$ cat config.mk
export PLATFORM = sky130hd
export DESIGN_NAME = wb_fir_ctrl
export DESIGN_NICKNAME = d
export VERILOG_FILES = /design/src/rtl/wb_fir_pkg.sv /design/src/rtl/wb_fir_ctrl_stream_buf.sv /design/src/rtl/wb_fir_ctrl.sv
export SDC_FILE = /design/constraint.sdc
export NUM_CORES = 1
export LEC_CHECK = 0
export ABC_CLOCK_PERIOD_IN_PS = 4410
export CAP_MARGIN = 25
export CORE_ASPECT_RATIO = 1.75
export CORE_MARGIN = 1
export CORE_UTILIZATION = 46
export DETAILED_ROUTE_END_ITERATION = 8
export HOLD_SLACK_MARGIN = 0.06
export PLACE_DENSITY = 0.73
export SYNTH_ARGS = -nofsm -noshare
export SYNTH_HDL_FRONTEND = slang
export SYNTH_SLANG_ARGS = --single-unit
$ cat constraint.sdc
create_clock -name clk -period 4.41 [get_ports clk]
set_clock_uncertainty 0.15 [all_clocks]
set_input_delay 0.441 -clock clk [delete_from_list [all_inputs] [get_ports clk]]
set_output_delay 0.441 -clock clk [all_outputs]
set_load 0.05 [all_outputs]
$ cat src/rtl/wb_fir_pkg.sv
// wb_fir_pkg: shared definitions for the Wishbone FIR controller.
// Holds the register offsets within the user window, the ap_ctrl bit
// positions, the controller FSM state type and a helper that packs the
// ap_ctrl status word.
package wb_fir_pkg;

  localparam logic [7:0] OFF_AP_CTRL  = 8'h00;
  localparam logic [7:0] OFF_DATA_LEN = 8'h10;
  localparam logic [7:0] OFF_X_PORT   = 8'h80;
  localparam logic [7:0] OFF_Y_PORT   = 8'h84;

  localparam int AP_START_BIT = 0;
  localparam int AP_DONE_BIT  = 1;
  localparam int AP_IDLE_BIT  = 2;

  typedef enum logic {
    ST_IDLE = 1'b0,
    ST_RUN  = 1'b1
  } fir_state_t;

  // ap_start always reads back as 0, so only done/idle are packed.
  function automatic logic [31:0] ap_ctrl_word(input logic idle, input logic done);
    logic [31:0] v;
    v = '0;
    v[AP_DONE_BIT] = done;
    v[AP_IDLE_BIT] = idle;
    return v;
  endfunction

endpackage

$ cat src/rtl/wb_fir_ctrl_stream_buf.sv
// wb_stream_buf: one-entry valid/ready holding buffer.
// Ports:
//   clk, rst                      clock, synchronous active-high reset
//   i_s_data/i_s_valid/o_s_ready  upstream side (o_s_ready = buffer empty)
//   o_m_data/o_m_valid/i_m_ready  downstream side (o_m_valid = buffer full)
// The held word stays stable while the entry waits for i_m_ready.
module wb_stream_buf #(
  parameter int DATA_W = 32
) (
  input  logic              clk,
  input  logic              rst,
  input  logic [DATA_W-1:0] i_s_data,
  input  logic              i_s_valid,
  output logic              o_s_ready,
  output logic [DATA_W-1:0] o_m_data,
  output logic              o_m_valid,
  input  logic              i_m_ready
);

  logic              r_full;
  logic [DATA_W-1:0] r_data;

  // A single entry cannot load and drain in the same cycle: loading
  // requires empty, draining requires full.
  always_ff @(posedge clk) begin
    if (rst) begin
      r_full <= 1'b0;
      r_data <= '0;
    end else if (r_full) begin
      if (i_m_ready) r_full <= 1'b0;
    end else if (i_s_valid) begin
      r_full <= 1'b1;
      r_data <= i_s_data;
    end
  end

  assign o_s_ready = ~r_full;
  assign o_m_valid = r_full;
  assign o_m_data  = r_data;

endmodule

$ cat src/rtl/wb_fir_ctrl.sv
// wb_fir_ctrl: Wishbone slave that sequences the user-area FIR datapath.
// Ports:
//   clk, rst              clock, synchronous active-high reset
//   wbs_*                 Wishbone classic slave (registered one-cycle ack)
//   ap_start_o            one-cycle start pulse to the datapath
//   cfg_len_o             sample count for the current run
//   x_tdata/tvalid/tready input sample stream towards the datapath
//   y_tdata/tvalid/tready output sample stream from the datapath
// Register window (offset): 0x00 ap_ctrl, 0x10 data_length, 0x80 x port,
// 0x84 y port; other offsets ack, read 0, ignore writes.
// Stream back-pressure is applied by withholding ack.
//
// state | meaning
// IDLE  | waiting for ap_start; length writable; x writes dropped
// RUN   | streaming; ends when y count equals length
module wb_fir_ctrl
  import wb_fir_pkg::*;
#(
  parameter logic [31:0] BASE_ADDR = 32'h3000_0000,
  parameter int          ADDR_W    = 8,
  parameter int          DATA_W    = 32
) (
  input  logic                clk,
  input  logic                rst,
  input  logic                wbs_cyc_i,
  input  logic                wbs_stb_i,
  input  logic                wbs_we_i,
  input  logic [DATA_W/8-1:0] wbs_sel_i,
  input  logic [31:0]         wbs_adr_i,
  input  logic [DATA_W-1:0]   wbs_dat_i,
  output logic                wbs_ack_o,
  output logic [DATA_W-1:0]   wbs_dat_o,
  output logic                ap_start_o,
  output logic [DATA_W-1:0]   cfg_len_o,
  output logic [DATA_W-1:0]   x_tdata_o,
  output logic                x_tvalid_o,
  input  logic                x_tready_i,
  input  logic [DATA_W-1:0]   y_tdata_i,
  input  logic                y_tvalid_i,
  output logic                y_tready_o
);

  fir_state_t r_state, w_state_nxt;

  logic              r_ack, r_hold, r_ap_start, r_done;
  logic [DATA_W-1:0] r_dat, r_len, r_x_cnt, r_y_cnt;

  logic [ADDR_W-1:0] w_off;
  logic w_req, w_serve, w_full_lanes, w_run;
  logic w_sel_ctrl, w_sel_len, w_sel_x, w_sel_y;
  logic w_x_wr, w_x_live, w_x_stall, w_x_push, w_x_s_ready;
  logic w_y_rd, w_y_stall, w_y_pop, w_y_bypass, w_y_fire, w_y_full;
  logic w_ack_nxt, w_start_wr, w_len_wr, w_ctrl_rd;
  logic w_ap_start_nxt, w_done_set, w_clr_cnt;
  logic [DATA_W-1:0] w_y_buf_data, w_rdata, w_y_cnt_inc;

  // Window check assumes BASE_ADDR is aligned to 2^ADDR_W.
  assign w_off   = wbs_adr_i[ADDR_W-1:0];
  assign w_req   = wbs_cyc_i & wbs_stb_i & (wbs_adr_i[31:ADDR_W] == BASE_ADDR[31:ADDR_W]);
  // r_hold blocks a still-held request from being acked a second time.
  assign w_serve = w_req & ~r_hold;
  assign w_run   = (r_state == ST_RUN);

  assign w_full_lanes = &wbs_sel_i;
  assign w_sel_ctrl   = (w_off == ADDR_W'(OFF_AP_CTRL));
  assign w_sel_len    = (w_off == ADDR_W'(OFF_DATA_LEN));
  assign w_sel_x      = (w_off == ADDR_W'(OFF_X_PORT));
  assign w_sel_y      = (w_off == ADDR_W'(OFF_Y_PORT));

  assign w_x_wr    = w_serve & wbs_we_i & w_sel_x & w_full_lanes;
  assign w_x_live  = w_run & (r_x_cnt != r_len);
  assign w_x_stall = w_x_wr & w_x_live & ~w_x_s_ready;

  // An empty y read stalls only in RUN, and not when a sample arrives
  // this very cycle (that sample is forwarded straight to the bus).
  assign w_y_rd    = w_serve & ~wbs_we_i & w_sel_y & w_full_lanes;
  assign w_y_stall = w_y_rd & w_run & ~w_y_full & ~y_tvalid_i;

  assign w_ack_nxt  = w_serve & ~w_x_stall & ~w_y_stall;
  assign w_x_push   = w_ack_nxt & w_x_wr & w_x_live;
  assign w_y_pop    = w_ack_nxt & w_y_rd & w_y_full;
  assign w_y_bypass = w_ack_nxt & w_y_rd & ~w_y_full & y_tvalid_i;
  assign w_y_fire   = y_tvalid_i & y_tready_o & w_run;

  assign w_start_wr = w_ack_nxt & wbs_we_i & w_sel_ctrl & wbs_sel_i[0] & wbs_dat_i[AP_START_BIT];
  assign w_len_wr   = w_ack_nxt & wbs_we_i & w_sel_len & ~w_run;
  assign w_ctrl_rd  = w_ack_nxt & ~wbs_we_i & w_sel_ctrl;

  assign w_y_cnt_inc = r_y_cnt + 1'b1;

  always_comb begin
    w_rdata = '0;
    if (!wbs_we_i) begin
      if (w_sel_ctrl)
        w_rdata = DATA_W'(ap_ctrl_word(~w_run, r_done));
      else if (w_sel_len)
        w_rdata = r_len;
      else if (w_sel_y && w_full_lanes)
        w_rdata = w_y_full ? w_y_buf_data : (y_tvalid_i ? y_tdata_i : '0);
    end
  end

  always_ff @(posedge clk) begin
    if (rst) r_state <= ST_IDLE;
    else     r_state <= w_state_nxt;
  end

  always_comb begin
    w_state_nxt    = r_state;
    w_ap_start_nxt = 1'b0;
    w_done_set     = 1'b0;
    w_clr_cnt      = 1'b0;
    case (r_state)
      ST_IDLE: begin
        if (w_start_wr) begin
          if (r_len != '0) begin
            w_state_nxt    = ST_RUN;
            w_ap_start_nxt = 1'b1;
            w_clr_cnt      = 1'b1;
          end else begin
            w_done_set = 1'b1;
          end
        end
      end
      ST_RUN: begin
        if (w_y_fire && (w_y_cnt_inc == r_len)) begin
          w_state_nxt = ST_IDLE;
          w_done_set  = 1'b1;
        end
      end
      default: w_state_nxt = ST_IDLE;
    endcase
  end

  always_ff @(posedge clk) begin
    if (rst) begin
      r_ack      <= 1'b0;
      r_dat      <= '0;
      r_hold     <= 1'b0;
      r_ap_start <= 1'b0;
      r_done     <= 1'b0;
      r_len      <= '0;
      r_x_cnt    <= '0;
      r_y_cnt    <= '0;
    end else begin
      r_ack      <= w_ack_nxt;
      r_dat      <= w_ack_nxt ? w_rdata : '0;
      r_hold     <= w_req & (r_hold | w_ack_nxt);
      r_ap_start <= w_ap_start_nxt;
      if (w_len_wr) begin
        for (int b = 0; b < DATA_W/8; b++)
          if (wbs_sel_i[b]) r_len[8*b +: 8] <= wbs_dat_i[8*b +: 8];
      end
      if (w_clr_cnt) begin
        r_x_cnt <= '0;
        r_y_cnt <= '0;
      end else begin
        if (w_x_push) r_x_cnt <= r_x_cnt + 1'b1;
        if (w_y_fire) r_y_cnt <= w_y_cnt_inc;
      end
      // A done event in the same cycle as a status read wins over the clear.
      if (w_clr_cnt || w_ctrl_rd) r_done <= 1'b0;
      if (w_done_set)             r_done <= 1'b1;
    end
  end

  wb_stream_buf #(.DATA_W(DATA_W)) u_x_buf (
    .clk       (clk),
    .rst       (rst),
    .i_s_data  (wbs_dat_i),
    .i_s_valid (w_x_push),
    .o_s_ready (w_x_s_ready),
    .o_m_data  (x_tdata_o),
    .o_m_valid (x_tvalid_o),
    .i_m_ready (x_tready_i)
  );

  // A forwarded sample is handed to the bus directly and never stored.
  wb_stream_buf #(.DATA_W(DATA_W)) u_y_buf (
    .clk       (clk),
    .rst       (rst),
    .i_s_data  (y_tdata_i),
    .i_s_valid (y_tvalid_i & ~w_y_bypass),
    .o_s_ready (y_tready_o),
    .o_m_data  (w_y_buf_data),
    .o_m_valid (w_y_full),
    .i_m_ready (w_y_pop)
  );

  assign wbs_ack_o  = r_ack;
  assign wbs_dat_o  = r_dat;
  assign ap_start_o = r_ap_start;
  assign cfg_len_o  = r_len;

endmodule

* After elaboration in Yosys (flattened, before gate mapping)
Index checks and enable logic that the tools add are counted.
** Word-level totals
- Output and inout bits :: 100
- Register bits after elaboration :: 199
- Input port bits :: 107
- Logic and storage cells :: 109
** Operators by class
- Bitwise operators :: 46
- Mux-type cells :: 22
- Reductions and logical operators :: 16
- Add/subtract/negate cells :: 2
- Equality and inequality tests :: 6
** Operators by type and width (number)
- $mux 32 :: 4
- $add 32x1->32 const B :: 2
- $and 1x1->1 :: 35
- $eq 32x32->1 :: 1
- $ne 32x32->1 :: 1
- $reduce_bool 32->1 :: 1
- $eq 24x22->1 const B :: 1
- $eq 8x8->1 const B :: 2
- $mux 1 :: 15
- $reduce_and 2->1 :: 6
- $not 1->1 :: 10
- $eq 8x5->1 const B :: 1
- $logic_not 8->1 :: 1
- $pmux 1 s2 :: 2
- $reduce_and 4->1 :: 1
- $reduce_or 4->1 :: 1
- $mux 3 :: 1
- $reduce_or 3->1 :: 1
- $logic_and 1x1->1 :: 2
- $reduce_bool 2->1 :: 1
- $reduce_or 2->1 :: 1
- $logic_or 1x1->1 :: 1
- $or 1x1->1 :: 1

* Longest topological paths before layout
- Depth after elaboration :: 20
- Mapped depth :: 10
- Depth with buffers taken out :: 8

* Cells and area by module
From an unflattened synthesis, not the netlist that was laid out.
** Second synthesis, totals
- Cell total of the unflattened synthesis :: 1228
- Area total of the unflattened synthesis :: 10655.2 um^2
** By module, submodules not included
- wb_fir_ctrl :: cells an instance 930, seq. area each 2662.6 um^2, instances 1, area an instance 7517.2 um^2
- wb_stream_buf :: cells an instance 149, seq. area each 660.6 um^2, instances 2, area an instance 1569.0 um^2

* Least setup slack after synthesis
OpenSTA, ideal clock, no wires.
- Path kind :: flip-flop to flip-flop
- Start point :: reg r_len[19], in the netlist cfg_len_o[19]
- End point :: reg r_dat[23], in the netlist wbs_dat_o[23]
- Library setup time :: 0.065 ns
- Required time :: 4.195 ns
- Stages on the path, launching flop included :: 10
- Slack :: 1.361 ns
- Arrival time :: 2.834 ns
- Buffers on the path :: 2
- Clock period less this slack :: 3.049 ns
- Cell sequence :: dfxtp_1 -> buf_2 -> xnor2_1 -> nand4_1 -> nor4_4 -> a21oi_2 -> a2111o_1 -> or4_4 -> buf_6 -> nor2_2
** On the way
- Cells in the longest elaborated chain, start to end :: 9
** Ends and longest elaborated chain
- start: declaration :: line wb_fir_ctrl.sv:46 : logic [DATA_W-1:0] r_dat, r_len, r_x_cnt, r_y_cnt;
- start signal: indexed assignment :: line wb_fir_ctrl.sv:152 : if (wbs_sel_i[b]) r_len[8*b +: 8] <= wbs_dat_i[8*b +: 8];
- $ne 32x32->1 :: line wb_fir_ctrl.sv:71 : assign w_x_live = w_run & (r_x_cnt != r_len);
- $and 1x1->1 :: line wb_fir_ctrl.sv:71
- $and 1x1->1 (2 in series) :: line wb_fir_ctrl.sv:72 : assign w_x_stall = w_x_wr & w_x_live & ~w_x_s_ready;
- $not 1->1 :: line wb_fir_ctrl.sv:79 : assign w_ack_nxt = w_serve & ~w_x_stall & ~w_y_stall;
- $and 1x1->1 (2 in series) :: line wb_fir_ctrl.sv:79
- $not 1->1 (no line)
- $reduce_or 4->1 (no line)
- end signal: assignment :: line wb_fir_ctrl.sv:147 : r_dat <= w_ack_nxt ? w_rdata : '0;
- end: declaration :: line wb_fir_ctrl.sv:46
No other way between the ends.
A chain may end at the register's enable or synchronous reset.

* Final worst setup path
- Start point :: reg r_len[17], in the netlist cfg_len_o[17]
- End point :: reg r_dat[27], in the netlist wbs_dat_o[27]
The elaborated chain is that of the path after synthesis.

==> out/qor.txt <==
Resized cells post-CTS: 0
Metal-1 WL: 12.2 mm
worst-skew pair later-pin latency: 0.45 ns
ys async rst share: 0%
gr ovfl total: 0
hold buffer count at cts: 0
mux contribution to synthesized area: 3.62%
Die Span Y: 195 um
failing checks: design-rule violations
fmax: 290 MHz
Worst R2R Setup Slack: 0.96 ns
initial core utilization: 46.8%
largest net degree at the start of global routing: 69
Die Wd: 112 um
worst-margin pin slew: 0.855 ns
post-CTS setup buffer count: 0
placed insts: 1,633
Worst-path clk slew: 0.08 ns
TritonCTS clock tree: yes
routed vias: 9,664
Crit Path Max Fanout: 30
Detail Route met2 WL: 17.3 mm
wire length per cell: 20.7 um
critical-path cell list: xnor2_1, nand4_1, nor4_4, a21oi_2, a2111o_1, or4_4, nor2_2
CP endpoint kind: flip-flop
Nets: 1,509
leakage power: 4.25 nW
clk buf depth: 2
Setup CP Type: reg2reg
H-tree depth: 4
reg-to-reg critical path endpoint: wbs_dat_o[27]$_SDFF_PP0_
worst hold path type: reg2reg
TritonCTS sink count: 199
Simple-Gate Fraction of Synth Area: 28.5%
Reg2Reg Launch Point: cfg_len_o[17]$_SDFFE_PP0P_
overall routing resource usage: 31.7%
die area: 21,800 um2
synth unique cells: 56
Core ar.: 20,800 um2
status: finished, violations left
number of buffers added on ports: 206
root buffer cell: clkbuf_16
Worst Path Required: 4.65 ns
area delta synth->final: 30.2%
fillcell total: 1,862
Fin Hold WS: 0.302 ns
met3 wire length: 2.74 mm
crit path DAT: 3.69 ns
Synth Area in Adders: 0.256%
xor/xnor share of the synthesized area: 12.3%
initial antenna violation count: 1
pins over their slew limit: 0
GPL Wtd Cong: 0.929
layout cell share with drive strength beyond 1: 7.15%
Core Rows: 70
number of synthesized flops with an enable pin: 0
crit path from: cfg_len_o[17]$_SDFFE_PP0P_
Mapped Cells: 1,218
Final ANT Viol Nets: 0
Compound-Gate Fraction of Synth Area: 10.7%
1st-iter DRT viols: 725
final setup fails: 0
largest family of logic cells by synthesized area: simple AND/OR/NAND/NOR gates
Worst R2R Path Depth: 7
Ys Warns: 0
Post-Layout Cell Count: 1,666
Netlist Area Pre-Place: 9760 um2
Initial DRT Pass Iterations: 9
critical path's largest stage delay: 0.68 ns
pwr/cell area: 287 nW/um2
Inserted Clock Buffers: 17
Primary FF master, synth: dfxtp_1
Vias/cell: 5.80
RSZ-0062 raised after global routing: no
# IOs: 207
Final Hold Vio Count: 0
Top Metal Used: met4
#FFs+latches synth: 199
Total Wirelength: 34.4 mm
Setup Total Neg Slack: 0 ns
syn_nets: 1,327
slowest CP cell: dfxtp_1
max_cap viols: 0
first-pass GRT wire length: 52.3 mm
crit path time final: 3.45 ns
worst setup path endpoint: wbs_dat_o[27]$_SDFF_PP0_
post-DP HPWL: 24.9 mm
Rel. slew slack: 42.5%
Peak VDD IR: 0.319 mV
CP Launch Type: flip-flop
vias in the first global route: 9,265
Final Cycle Share: 78.2%
sequential area share after synthesis: 40.8%
post-route DRC violation count: 9
Syn Area/Cell: 8.01 um2
-- critical path: cells and delay by family (launching register included) --
kind / cells / cell delay, ns
AOI/OAI and AO/OA: 2 / 0.79
xor gates and xnor gates: 1 / 0.18
DFF: 1 / 0.68
and+or+nand+nor: 4 / 1.55
-- worst min-delay path by stage --
stage,slack [ns],startpoint,cells past startpoint,end
after floorplan,0.29,u_y_buf.o_m_data[0]$_SDFFE_PP0P_,2,u_y_buf.o_m_data[0]$_SDFFE_PP0P_
after global placement,0.29,u_x_buf.o_m_data[10]$_SDFFE_PP0P_,2,u_x_buf.o_m_data[10]$_SDFFE_PP0P_
after detailed placement,0.29,u_x_buf.o_m_data[16]$_SDFFE_PP0P_,2,u_x_buf.o_m_data[16]$_SDFFE_PP0P_
after CTS,0.31,u_x_buf.o_m_data[16]$_SDFFE_PP0P_,2,u_x_buf.o_m_data[16]$_SDFFE_PP0P_
after global routing,0.32,u_x_buf.o_m_data[23]$_SDFFE_PP0P_,2,u_x_buf.o_m_data[23]$_SDFFE_PP0P_
final,0.30,u_x_buf.o_m_data[10]$_SDFFE_PP0P_,2,u_x_buf.o_m_data[10]$_SDFFE_PP0P_
-- report_power, final --
group	switching [mW]	total (mW)	internal (mW)
sequential	0.00830	1.82	1.81
combinational	0.114	0.228	0.114
clock	0.824	1.60	0.773
-- flip-flops by register name, summed over array words and instances, names as in the netlist --
signal / flops
r_done: 1
u_y_buf.o_m_valid: 1
ap_start_o: 1
u_x_buf.o_m_data: 32
u_x_buf.o_m_valid: 1
r_state: 1
wbs_ack_o: 1
r_x_cnt: 32
wbs_dat_o: 32
u_y_buf.o_m_data: 32
r_hold: 1
cfg_len_o: 32
r_y_cnt: 32
-- stage by stage --
stage / setup slack [ns] / util, % / power [mW] / cell area [um2]
after floorplan: 1.36 / - / 1.95 / 9760
after global placement: 0.814 / 58.0 / 2.08 / 12100
after detailed placement: 0.772 / 58.0 / 2.09 / 12100
after CTS: 0.989 / 60.9 / 3.65 / 12700
after global routing: 0.850 / 61.0 / 3.74 / 12700
final: 0.962 / 61.0 / 3.65 / 12700
-- cells in the mapped netlist, types with 2 or more instances --
cell type	n	share of area (%)
nand2_1	231	8.9
dfxtp_1	199	41
nor2_1	145	5.6
xnor2_1	75	6.7
a21oi_1	69	3.5
clkbuf_1	63	2.4
xor2_1	59	5.3
nand4_1	50	3.2
nand3_1	47	2.4
o21ai_0	37	1.9
a22oi_1	33	2.5
mux2i_1	33	3.4
nor4_1	19	1.2
buf_2	15	0.77
nor3_1	15	0.77
and3_1	13	0.83
and4_1	13	1.2
nor2_2	10	0.64
and2_1	8	0.51
inv_1	8	0.31
a211oi_1	5	0.38
nand2b_1	5	0.32
a31oi_1	4	0.26
nor2b_1	4	0.26
nor3_4	4	0.67
or3_1	4	0.26
buf_6	3	0.35
nor4bb_1	3	0.31
o21a_1	3	0.23
a2111o_1	2	0.23
a211o_1	2	0.18
a31o_2	2	0.18
buf_1	2	0.077
ha_1	2	0.26
mux2_2	2	0.23
nand3b_1	2	0.15
nand4b_1	2	0.18
nor4_4	2	0.44
nor4b_1	2	0.18
o2111ai_1	2	0.18
o22ai_1	2	0.13
or2_2	2	0.13
or4_1	2	0.15
-- logic make-up (layout without fill, tap and decap cells) --
group | count (synthesis) | after routing
mux | 35 | 35
other cells | 0 | 1
xor+xnor | 135 | 135
fa+ha+maj | 2 | 2
flops | 199 | 199
buf+inv | 91 | 286
simple gates | 585 | 585
compound gates | 171 | 171
-- layout by cell type (no fill, tap or decap), drive strengths merged, types with 3 or more instances in the layout --
cell	synthesis	final
nand2	231	231
clkdlybuf4s50	0	205
dfxtp	199	199
nor2	155	155
xnor2	75	75
a21oi	70	70
xor2	59	59
nand4	50	50
nand3	47	47
buf	20	41
o21ai	38	38
a22oi	33	33
mux2i	33	33
nor4	21	21
nor3	19	19
clkbuf	63	17
inv	8	15
and4	13	13
and3	13	13
and2	8	8
clkinv	0	8
a211oi	6	6
nand2b	5	5
or3	4	4
nor2b	4	4
a31oi	4	4
o21a	3	3
nor4bb	3	3
or4	3	3
-- final cells by class --
class	count	area [um2]	area share [%]
clock inverters	15	181	1.43
repair buffers	246	2360	18.6
diodes	1	2.50	0.0197
flip-flops and latches	199	3990	31.4
inverters	8	30.0	0.236
multi-input cells	928	5410	42.6
clock buffers	17	425	3.35
well taps	252	315	2.48
-- metal layers --
| metal | up-vias | track usage, % |
|---|---|---|
| met1 | 4563 | 34.0 |
| li1 | 4523 | - |
| met3 | 123 | 8.11 |
| met2 | 455 | 54.7 |
| met5 | - | 0 |
| met4 | 0 | 21.0 |
(Power assumes the default switching activity.)
